`src/rtl/axi_rdata_xbar.sv`:
```
// AXI R-channel crossbar: routes slave read beats to the master named in RID[ID_W-1:MSEL_LSB],
// with one round-robin arbiter per master, burst locking until RLAST and an optional skid stage.
module axi_rdata_xbar #(
    parameter int NUM_S    = 3,
    parameter int NUM_M    = 2,
    parameter int ID_W     = 8,
    parameter int DATA_W   = 32,
    parameter int MSEL_LSB = 4,
    parameter int REG_OUT  = 1,
    parameter int CNT_W    = 8
) (
    input  logic                     clk,
    input  logic                     rst,
    input  logic [NUM_S*ID_W-1:0]    S_RID,
    input  logic [NUM_S*DATA_W-1:0]  S_RDATA,
    input  logic [NUM_S*2-1:0]       S_RRESP,
    input  logic [NUM_S-1:0]         S_RLAST,
    input  logic [NUM_S-1:0]         S_RVALID,
    output logic [NUM_S-1:0]         S_RREADY,
    output logic [NUM_M*ID_W-1:0]    M_RID,
    output logic [NUM_M*DATA_W-1:0]  M_RDATA,
    output logic [NUM_M*2-1:0]       M_RRESP,
    output logic [NUM_M-1:0]         M_RLAST,
    output logic [NUM_M-1:0]         M_RVALID,
    input  logic [NUM_M-1:0]         M_RREADY,
    output logic [CNT_W-1:0]         drop_cnt
);
    // Handshake rule on every port: a beat moves on a rising edge where valid && ready;
    // a held valid keeps its payload stable until that edge.
    localparam int MW = ID_W - MSEL_LSB;
    localparam int SW = (NUM_S > 1) ? $clog2(NUM_S) : 1;
    localparam int PW = ID_W + DATA_W + 3;

    logic [MW-1:0]    tgt [NUM_S];
    logic [PW-1:0]    s_pl [NUM_S];
    logic [NUM_S-1:0] undec;
    logic [NUM_S-1:0] req [NUM_M];
    logic [NUM_M-1:0] lock;
    logic [SW-1:0]    owner [NUM_M];
    logic [SW-1:0]    ptr [NUM_M];
    logic [NUM_M-1:0] gnt;
    logic [SW-1:0]    gnt_idx [NUM_M];
    logic [PW-1:0]    in_pl [NUM_M];
    logic [NUM_M-1:0] in_ready;
    logic [CNT_W-1:0] drop_nxt;

    always_comb begin
        for (int s = 0; s < NUM_S; s++) begin
            tgt[s]   = S_RID[s*ID_W+MSEL_LSB +: MW];
            s_pl[s]  = {S_RID[s*ID_W +: ID_W], S_RDATA[s*DATA_W +: DATA_W], S_RRESP[s*2 +: 2], S_RLAST[s]};
            undec[s] = !rst && S_RVALID[s] && (32'(tgt[s]) >= 32'(NUM_M));
        end
        for (int m = 0; m < NUM_M; m++) begin
            for (int s = 0; s < NUM_S; s++) begin
                req[m][s] = !rst && S_RVALID[s] && (32'(tgt[s]) == 32'(m));
            end
        end
    end

    // Grant is combinational: locked masters only see their owner, otherwise scan from ptr.
    always_comb begin
        int idx;
        idx = 0;
        for (int m = 0; m < NUM_M; m++) begin
            gnt[m]     = 1'b0;
            gnt_idx[m] = '0;
            if (lock[m]) begin
                if (req[m][owner[m]]) begin
                    gnt[m]     = 1'b1;
                    gnt_idx[m] = owner[m];
                end
            end else begin
                for (int k = 0; k < NUM_S; k++) begin
                    idx = int'(ptr[m]) + k;
                    if (idx >= NUM_S) idx = idx - NUM_S;
                    if (!gnt[m] && req[m][idx]) begin
                        gnt[m]     = 1'b1;
                        gnt_idx[m] = SW'(idx);
                    end
                end
            end
            in_pl[m] = s_pl[gnt_idx[m]];
        end
    end

    always_comb begin
        S_RREADY = undec;
        for (int m = 0; m < NUM_M; m++) begin
            if (gnt[m] && in_ready[m]) S_RREADY[gnt_idx[m]] = 1'b1;
        end
    end

    always_ff @(posedge clk or posedge rst) begin
        if (rst) begin
            lock <= '0;
            for (int m = 0; m < NUM_M; m++) begin
                owner[m] <= '0;
                ptr[m]   <= '0;
            end
        end else begin
            for (int m = 0; m < NUM_M; m++) begin
                if (gnt[m] && in_ready[m]) begin
                    if (S_RLAST[gnt_idx[m]]) begin
                        lock[m] <= 1'b0;
                        ptr[m]  <= (32'(gnt_idx[m]) == 32'(NUM_S - 1)) ? '0 : gnt_idx[m] + 1'b1;
                    end else begin
                        lock[m]  <= 1'b1;
                        owner[m] <= gnt_idx[m];
                    end
                end
            end
        end
    end

    // Several slaves may drop in the same cycle; each one counts, saturating at all-ones.
    always_comb begin
        drop_nxt = drop_cnt;
        for (int s = 0; s < NUM_S; s++) begin
            if (undec[s] && drop_nxt != '1) drop_nxt = drop_nxt + 1'b1;
        end
    end

    always_ff @(posedge clk or posedge rst) begin
        if (rst) drop_cnt <= '0;
        else     drop_cnt <= drop_nxt;
    end

    if (REG_OUT == 0) begin : g_comb
        always_comb begin
            in_ready = M_RREADY;
            M_RID    = '0;
            M_RDATA  = '0;
            M_RRESP  = '0;
            M_RLAST  = '0;
            M_RVALID = gnt;
            for (int m = 0; m < NUM_M; m++) begin
                {M_RID[m*ID_W +: ID_W], M_RDATA[m*DATA_W +: DATA_W], M_RRESP[m*2 +: 2], M_RLAST[m]} =
                    gnt[m] ? in_pl[m] : '0;
            end
        end
    end else begin : g_skid
        // e0 is the head and drives the master port directly; e1 absorbs the beat
        // accepted while the head is stalled, so ready can come from a register.
        logic [1:0]       cnt [NUM_M];
        logic [PW-1:0]    e0 [NUM_M];
        logic [PW-1:0]    e1 [NUM_M];
        logic [NUM_M-1:0] push;
        logic [NUM_M-1:0] pop;

        always_comb begin
            M_RID    = '0;
            M_RDATA  = '0;
            M_RRESP  = '0;
            M_RLAST  = '0;
            M_RVALID = '0;
            in_ready = '0;
            push     = '0;
            pop      = '0;
            for (int m = 0; m < NUM_M; m++) begin
                in_ready[m] = (cnt[m] != 2'd2);
                M_RVALID[m] = (cnt[m] != 2'd0);
                push[m]     = gnt[m] && in_ready[m];
                pop[m]      = M_RVALID[m] && M_RREADY[m];
                {M_RID[m*ID_W +: ID_W], M_RDATA[m*DATA_W +: DATA_W], M_RRESP[m*2 +: 2], M_RLAST[m]} = e0[m];
            end
        end

        always_ff @(posedge clk or posedge rst) begin
            if (rst) begin
                for (int m = 0; m < NUM_M; m++) begin
                    cnt[m] <= 2'd0;
                    e0[m]  <= '0;
                    e1[m]  <= '0;
                end
            end else begin
                for (int m = 0; m < NUM_M; m++) begin
                    case (cnt[m])
                        2'd0: begin
                            if (push[m]) begin
                                e0[m]  <= in_pl[m];
                                cnt[m] <= 2'd1;
                            end
                        end
                        2'd1: begin
                            if (push[m] && pop[m]) begin
                                e0[m] <= in_pl[m];
                            end else if (push[m]) begin
                                e1[m]  <= in_pl[m];
                                cnt[m] <= 2'd2;
                            end else if (pop[m]) begin
                                cnt[m] <= 2'd0;
                            end
                        end
                        default: begin
                            if (pop[m]) begin
                                e0[m]  <= e1[m];
                                cnt[m] <= 2'd1;
                            end
                        end
                    endcase
                end
            end
        end
    end

endmodule

```
`config.mk`:
```
export PLATFORM = sky130hd
export DESIGN_NAME = axi_rdata_xbar
export DESIGN_NICKNAME = d
export VERILOG_FILES = /design/src/rtl/axi_rdata_xbar.sv
export SDC_FILE = /design/constraint.sdc
export NUM_CORES = 1
export LEC_CHECK = 0
export CORE_UTILIZATION = 51
export DETAILED_ROUTE_END_ITERATION = 16
export GPL_TIMING_DRIVEN = 0
export HOLD_SLACK_MARGIN = 0.1
export PLACE_DENSITY = 0.8
export REMOVE_ABC_BUFFERS = 1
export SYNTH_ARGS = -nofsm -noshare
export SYNTH_HDL_FRONTEND = slang
export SYNTH_SLANG_ARGS = --single-unit
```
`constraint.sdc`:
```
create_clock -name clk -period 7.7 [get_ports clk]
set_input_delay 1.54 -clock clk [delete_from_list [all_inputs] [get_ports clk]]
set_output_delay 1.54 -clock clk [all_outputs]
set_load 0.005 [all_outputs]
```
# ---- Word level (Yosys, flattened, before mapping)
# Cells that the tools add are included.
dict set report totals {
  regBits 194
  output_inout_bits 99
}
dict set report classes {
  addsub 15
  magnitude_cmp 23
  eq_ne 20
  n_mux 101
  n_bitwise 8
  reduce_logical 51
}
# cell n
set ops {}
lappend ops {{2-to-1 mux 43 bit} 10}
lappend ops {{2-to-1 mux 32 bit} 12}
lappend ops {{less-than comparator 32 x 4 -> 1 bit, second input constant} 6}
lappend ops {{binary-select mux 43 bit (select 2 bit)} 2}
lappend ops {{one-hot mux 43 bit (2 select lines)} 2}
lappend ops {{2-to-1 mux 2 bit} 22}
lappend ops {{2-to-1 mux 1 bit} 34}
lappend ops {{logical AND 1 bit} 27}
lappend ops {{adder 8 x 1 -> 8 bit, second input constant} 3}
lappend ops {{2-to-1 mux 8 bit} 3}
lappend ops {{inequality test 8 bit, second input constant} 3}
lappend ops {{binary-select mux 1 bit (select 2 bit)} 10}
lappend ops {{inequality test 2 bit, second input constant} 8}
lappend ops {{subtractor 3 x 2 -> 4 bit, second input constant} 4}
lappend ops {{equality test 4 x 1 -> 1 bit, second input constant} 3}
lappend ops {{>= comparator 3 x 2 -> 1 bit, second input constant} 4}
lappend ops {{>= comparator 4 x 2 -> 1 bit, second input constant} 3}
lappend ops {{logical NOT 4 bit} 3}
lappend ops {{less-than comparator 2 x 3 -> 1 bit, second input constant} 4}
lappend ops {{AND reduction 3 bit} 4}
lappend ops {{one-hot mux 2 bit (2 select lines)} 2}
lappend ops {{AND reduction 2 bit} 4}
lappend ops {{AND reduction 4 bit} 2}
lappend ops {{adder 2 x 1 -> 3 bit, second input constant} 2}
lappend ops {{other kinds (18)} 41}

# ---- Logic depth before layout (Yosys ltp)
dict set report depth {
  word_depth 24
  ltp_mapped 16
  mapped_depth_nobuf 15
}

# ---- Worst setup path before layout
# Ideal clock, no wire load.
dict set report synth_timing {
  path_type {input-to-output}
  from {input port S_RID[22]}
  to {output port S_RREADY[0]}
  t_arrival_ns 3.636
  required_time_ns 6.160
  slack_ns 2.524
  stages 8
  cell_sequence {or3_4 > or3_4 > and2_1 > maj3_2 > a2111oi_4 > o21ai_2 > nor3_1 > a211o_1}
}
dict set report synth_via {
  elab_chain_len 23
}
# item line_no
set synth_lines {}
lappend synth_lines {{start, declared} 14} ;# input logic [NUM_S*ID_W-1:0] S_RID,
lappend synth_lines {{logical NOT 4 bit} 55} ;# req[m][s] = !rst && S_RVALID[s] && (32'(tgt[s]) == 32'(m));
lappend synth_lines {{logical AND 1 bit} 55}
lappend synth_lines {{binary-select mux 1 bit (select 2 bit)} 76} ;# if (!gnt[m] && req[m][idx]) begin
lappend synth_lines {{2-to-1 mux 1 bit (implied by the code) (2 in a row)} 76}
lappend synth_lines {{2-to-1 mux 1 bit} 76}
lappend synth_lines {{2-to-1 mux 1 bit} 67} ;# if (lock[m]) begin
lappend synth_lines {{logical NOT 1 bit} 76}
lappend synth_lines {{logical AND 1 bit} 76}
lappend synth_lines {{[6 not listed]} n/a}
lappend synth_lines {{less-than comparator 2 x 3 -> 1 bit (implied by the code) / >= comparator 2 x 1 -> 1 bit (equally long branches)} 89} ;# if (gnt[m] && in_ready[m]) S_RREADY[gnt_idx[m]] = 1'b1;
lappend synth_lines {{logical AND 1 bit (implied by the code)} 89}
lappend synth_lines {{2-to-1 mux 1 bit (implied by the code)} 89}
lappend synth_lines {{demux 1 bit (select 2 bit)} 89}
lappend synth_lines {{bitwise OR 3 bit (no line)} n/a}
lappend synth_lines {{2-to-1 mux 3 bit} 89}
lappend synth_lines {{bitwise OR 3 bit (no line)} n/a}
lappend synth_lines {{2-to-1 mux 3 bit (*)} 89}
lappend synth_lines {{end, declared} 19} ;# output logic [NUM_S-1:0] S_RREADY,
# Mark *: on every way between the ends. The rest lies on a longest branch, timed or not. The select of a mux whose other input is x is not followed.

# ---- Worst setup path after layout
dict set report layout_timing {
  from {input port rst}
  to {output port S_RREADY[2]}
}
dict set report layout_via {
  elab_chain_len 24
}
# item line_no
set layout_lines {}
lappend layout_lines {{start, declared} 13} ;# input logic rst,
lappend layout_lines {{logical NOT 1 bit (no line) (*)} n/a}
lappend layout_lines {{logical AND 1 bit (on tied branches)} {55, 51}}
lappend layout_lines {{logical AND 1 bit} 55}
lappend layout_lines {{binary-select mux 1 bit (select 2 bit)} 76}
lappend layout_lines {{2-to-1 mux 1 bit (implied by the code) (2 in a row)} 76}
lappend layout_lines {{2-to-1 mux 1 bit} 76}
lappend layout_lines {{2-to-1 mux 1 bit} 67}
lappend layout_lines {{logical NOT 1 bit} 76}
lappend layout_lines {{[7 not listed]} n/a}
lappend layout_lines {{less-than comparator 2 x 3 -> 1 bit (implied by the code) / >= comparator 2 x 1 -> 1 bit (equally long branches)} 89}
lappend layout_lines {{logical AND 1 bit (implied by the code)} 89}
lappend layout_lines {{2-to-1 mux 1 bit (implied by the code)} 89}
lappend layout_lines {{demux 1 bit (select 2 bit)} 89}
lappend layout_lines {{bitwise OR 3 bit (no line)} n/a}
lappend layout_lines {{2-to-1 mux 3 bit} 89}
lappend layout_lines {{bitwise OR 3 bit (no line)} n/a}
lappend layout_lines {{2-to-1 mux 3 bit (*)} 89}
# Marks and branches as above.

==> qor.yml <==
required_ns: 6.16
cts_buffer_depth: 2
p_clk_frac: 0.224
yosysWarnings: 0
relSlewSlack: 0.223
grt_max_degree: 132
criticalPathCategory: "input pin to primary output"
overflow: 0
hold_viol_final: 0
crit_arrival_ns: 5.42
cpLargestDelayFamily: "compound AO/OA/AOI/OAI gates"
route.detailed.drc: 0
numCtsBuffers: 17
leakage_nw: 5.98
antenna_found_initial: 0
drive_gt1_frac: 0.0905
cts_max_level: 4
p_sw_frac: 0.340
p_switching_mw: 1.55
cp_slowest_cell: "a21oi_1"
insertion_delay_ns: 0.44
hold_path_depth: 1
setup_ws_ns: 0.744
ys.flop_type: "dfrtp_1"
cp-end-kind: "primary output"
final_util: 0.698
syn2layout_area_growth_pct: 32.1
setup-tns-final_ns: 0
wl_um: 31400
cts_root_buffer: "clkbuf_16"
diodes: 0
seq_power_share: 0.367
routabilityCongestion: 0.884
status: "finished, final reports clean"
crit_chain: "clkdlybuf4s50_1 -> nor2b_1 -> nand3_1 -> mux2i_1 -> o21ai_0 -> a22o_1 -> a21oi_1 -> a21oi_1 -> o21ai_0 -> clkdlybuf4s50_1"
critPathLaunchType: "input pin"
ys_types: 62
crit_fanout: 11
hold_path_class: "flip-flop to flip-flop"
finalCriticalPeriod_ns: 6.96
ant_nets: 0
core_area_um2: 19800
synth_area_um2: 10400
die_w_um: 145
holdBufCountCts: 0
nets: 1423
first_iter_violations: 750
timing.rr.end: "drop_cnt[3]"
path_buf_inv: 2
fin_hold_ws_ns: 0.474
cts.sinks: 194
maxCapViolations: 0
reg2reg_depth: 13
synth_edf_count: 0
vias_per_cell: 6.07
vias: 9462
internal_power_mw: 3.01
synth_top_cell_area_share: 0.465
synth_top_area_cell: "dfrtp_1"
rsz0062_at_grt: "no"
dr.pass1.iters: 5
r2r-start: "drop_cnt[0]"
power.density_nw_per_um2: 330
maxSlewViolCount: 0
portBuffers: 234
async_reset_ff_frac: 1.00
die_y_um: 145
clk_pin_slew_ns: 0.07
postCtsSetupBuffers: 0
dieArea_um2: 21100
post_cts_resized: 0
synthTopCellsByCount: "dfrtp_1 (194), a21oi_1 (151), nand2_1 (114), nor2_1 (66), clkbuf_1 (61)"
start_util: 0.528
grt_pass1_vias: 9381
hp-start: "g_skid.e1[39]"
synth_seq_area_share: 0.465
max_slew.worst_pin.slew_ns: 1.16
wire_per_inst_um: 20.2
vdd_drop_max_mv: 0.183
synth.most_common_cell: "dfrtp_1"
fin_crit_sh: 0.903
row_count: 51
max_stage_delay_ns: 0.90
grt_usage: 0.303
avgSynthCellArea_um2: 9.53
synth_cells: 1096
hpwl_um: 21000
worstHoldEndpoint: "g_skid.e1[39]"
max_clock_freq_mhz: 144
skew_ns: 0.0126
power_mw: 4.55
r2r_slack_ns: 2.81
ios: 235
setup_viol: 0
p_comb_frac: 0.409
pre_cts_slack_ns: 0.857
synth_area_leaders: "dfrtp_1 (46%), a21oi_1 (7.2%), mux2_4 (4.9%)"
grt_pass1_wl_um: 50500
yosys_register_bits: 194
cts_tree: "yes"
-- power by group through the flow --
| stage | registers [mW] | clock network (mW) | logic (mW) |
|---|---|---|---|
| after floorplan | 1.64 | 0 | 0.927 |
| after global placement | 1.66 | 0 | 1.76 |
| after detailed placement | 1.68 | 0 | 1.85 |
| after CTS | 1.67 | 1.03 | 1.87 |
| after global routing | 1.72 | 1.07 | 2.04 |
| final | 1.67 | 1.02 | 1.86 |
-- routing by layer --
metal,global-route usage,wire (um)
met1,0.397,13400
met2,0.489,14900
met3,0.0597,2130
met4,0.127,990
met5,0,0
-- worst reg2reg max path: cells and delay by family, from the launching register on --
kind / cells / cell delay [ns]
AO/OA/AOI/OAI: 4 / 1.53
AND/OR/NAND/NOR: 2 / 0.93
adder cells (fa/ha/maj): 2 / 0.75
flip-flops: 1 / 0.60
XOR/XNOR: 2 / 0.40
multiplexers: 1 / 0.32
buffers and inverters: 2 / 0.24
-- stage by stage --
stage	instances	area [um^2]
floorplan	1015	10100
global route	1558	13800
detailed placement	1527	13100
finish	1558	13800
global placement	1514	12800
CTS	1558	13800
-- placed cells by master, fill, tap and decap left out, types with 3 or more instances in the layout --
cell,count
and3_1,45
xnor2_1,9
nor4b_1,3
a22oi_1,38
inv_1,19
ha_1,6
nor2b_1,9
nor3_1,14
nand2_1,113
nor2_1,63
or3_1,6
nand3b_1,5
nand2b_1,8
bufinv_16,6
a21oi_1,148
mux2_4,34
a211o_1,3
or3_4,3
a31oi_1,6
clkdlybuf4s50_1,233
mux2i_1,10
nand3_1,13
o22a_1,38
dfrtp_1,193
o21a_1,40
or2_2,7
o211ai_1,3
and2_1,10
nor2_4,3
a211oi_1,6
clkbuf_16,17
mux2_2,10
a21oi_4,3
buf_12,9
a21o_1,4
o21ai_0,60
xor2_1,4
a22o_1,41
-- worst max path at each step --
stage | endpoint | from | slack [ns] | cells past startpoint
2_1_floorplan | owner[3] | S_RID[6] | 0.56 | 9
3_3_place_gp | M_RID[6] | S_RID[5] | -5.45 | 10
3_5_place_dp | S_RREADY[0] | rst | 0.86 | 10
4_1_cts | S_RREADY[0] | rst | 0.83 | 10
5_1_grt | S_RREADY[2] | rst | 0.56 | 10
6_report | S_RREADY[2] | rst | 0.74 | 10
-- layout make-up --
cell class	count	area, um^2
clock buffers	19	443
clock inverters	12	228
fillers	1527	5980
inverters	20	82.6
multi-input cells	801	5260
flip-flops and latches	194	4860
well taps	265	332
repair buffers	247	2600
-- cells by family after synthesis --
kind of cell             Yosys count  share of synthesized area
AO/OA/AOI/OAI                    412                      0.259
AND/OR/NAND/NOR                  314                      0.146
flip-flops                       194                      0.465
buffers and inverters            101                     0.0412
multiplexers                      54                     0.0693
XOR/XNOR                          13                     0.0109
adder cells (fa/ha/maj)            8                    0.00923
-- flip-flops by register name (all words and copies together) (netlist names) --
signal / count
M_RDATA: 64
M_RID: 16
M_RLAST: 2
M_RRESP: 4
drop_cnt: 8
g_skid.cnt: 4
g_skid.e1: 86
lock: 2
owner: 4
ptr: 4
Power figures use the tool's default switching activity.
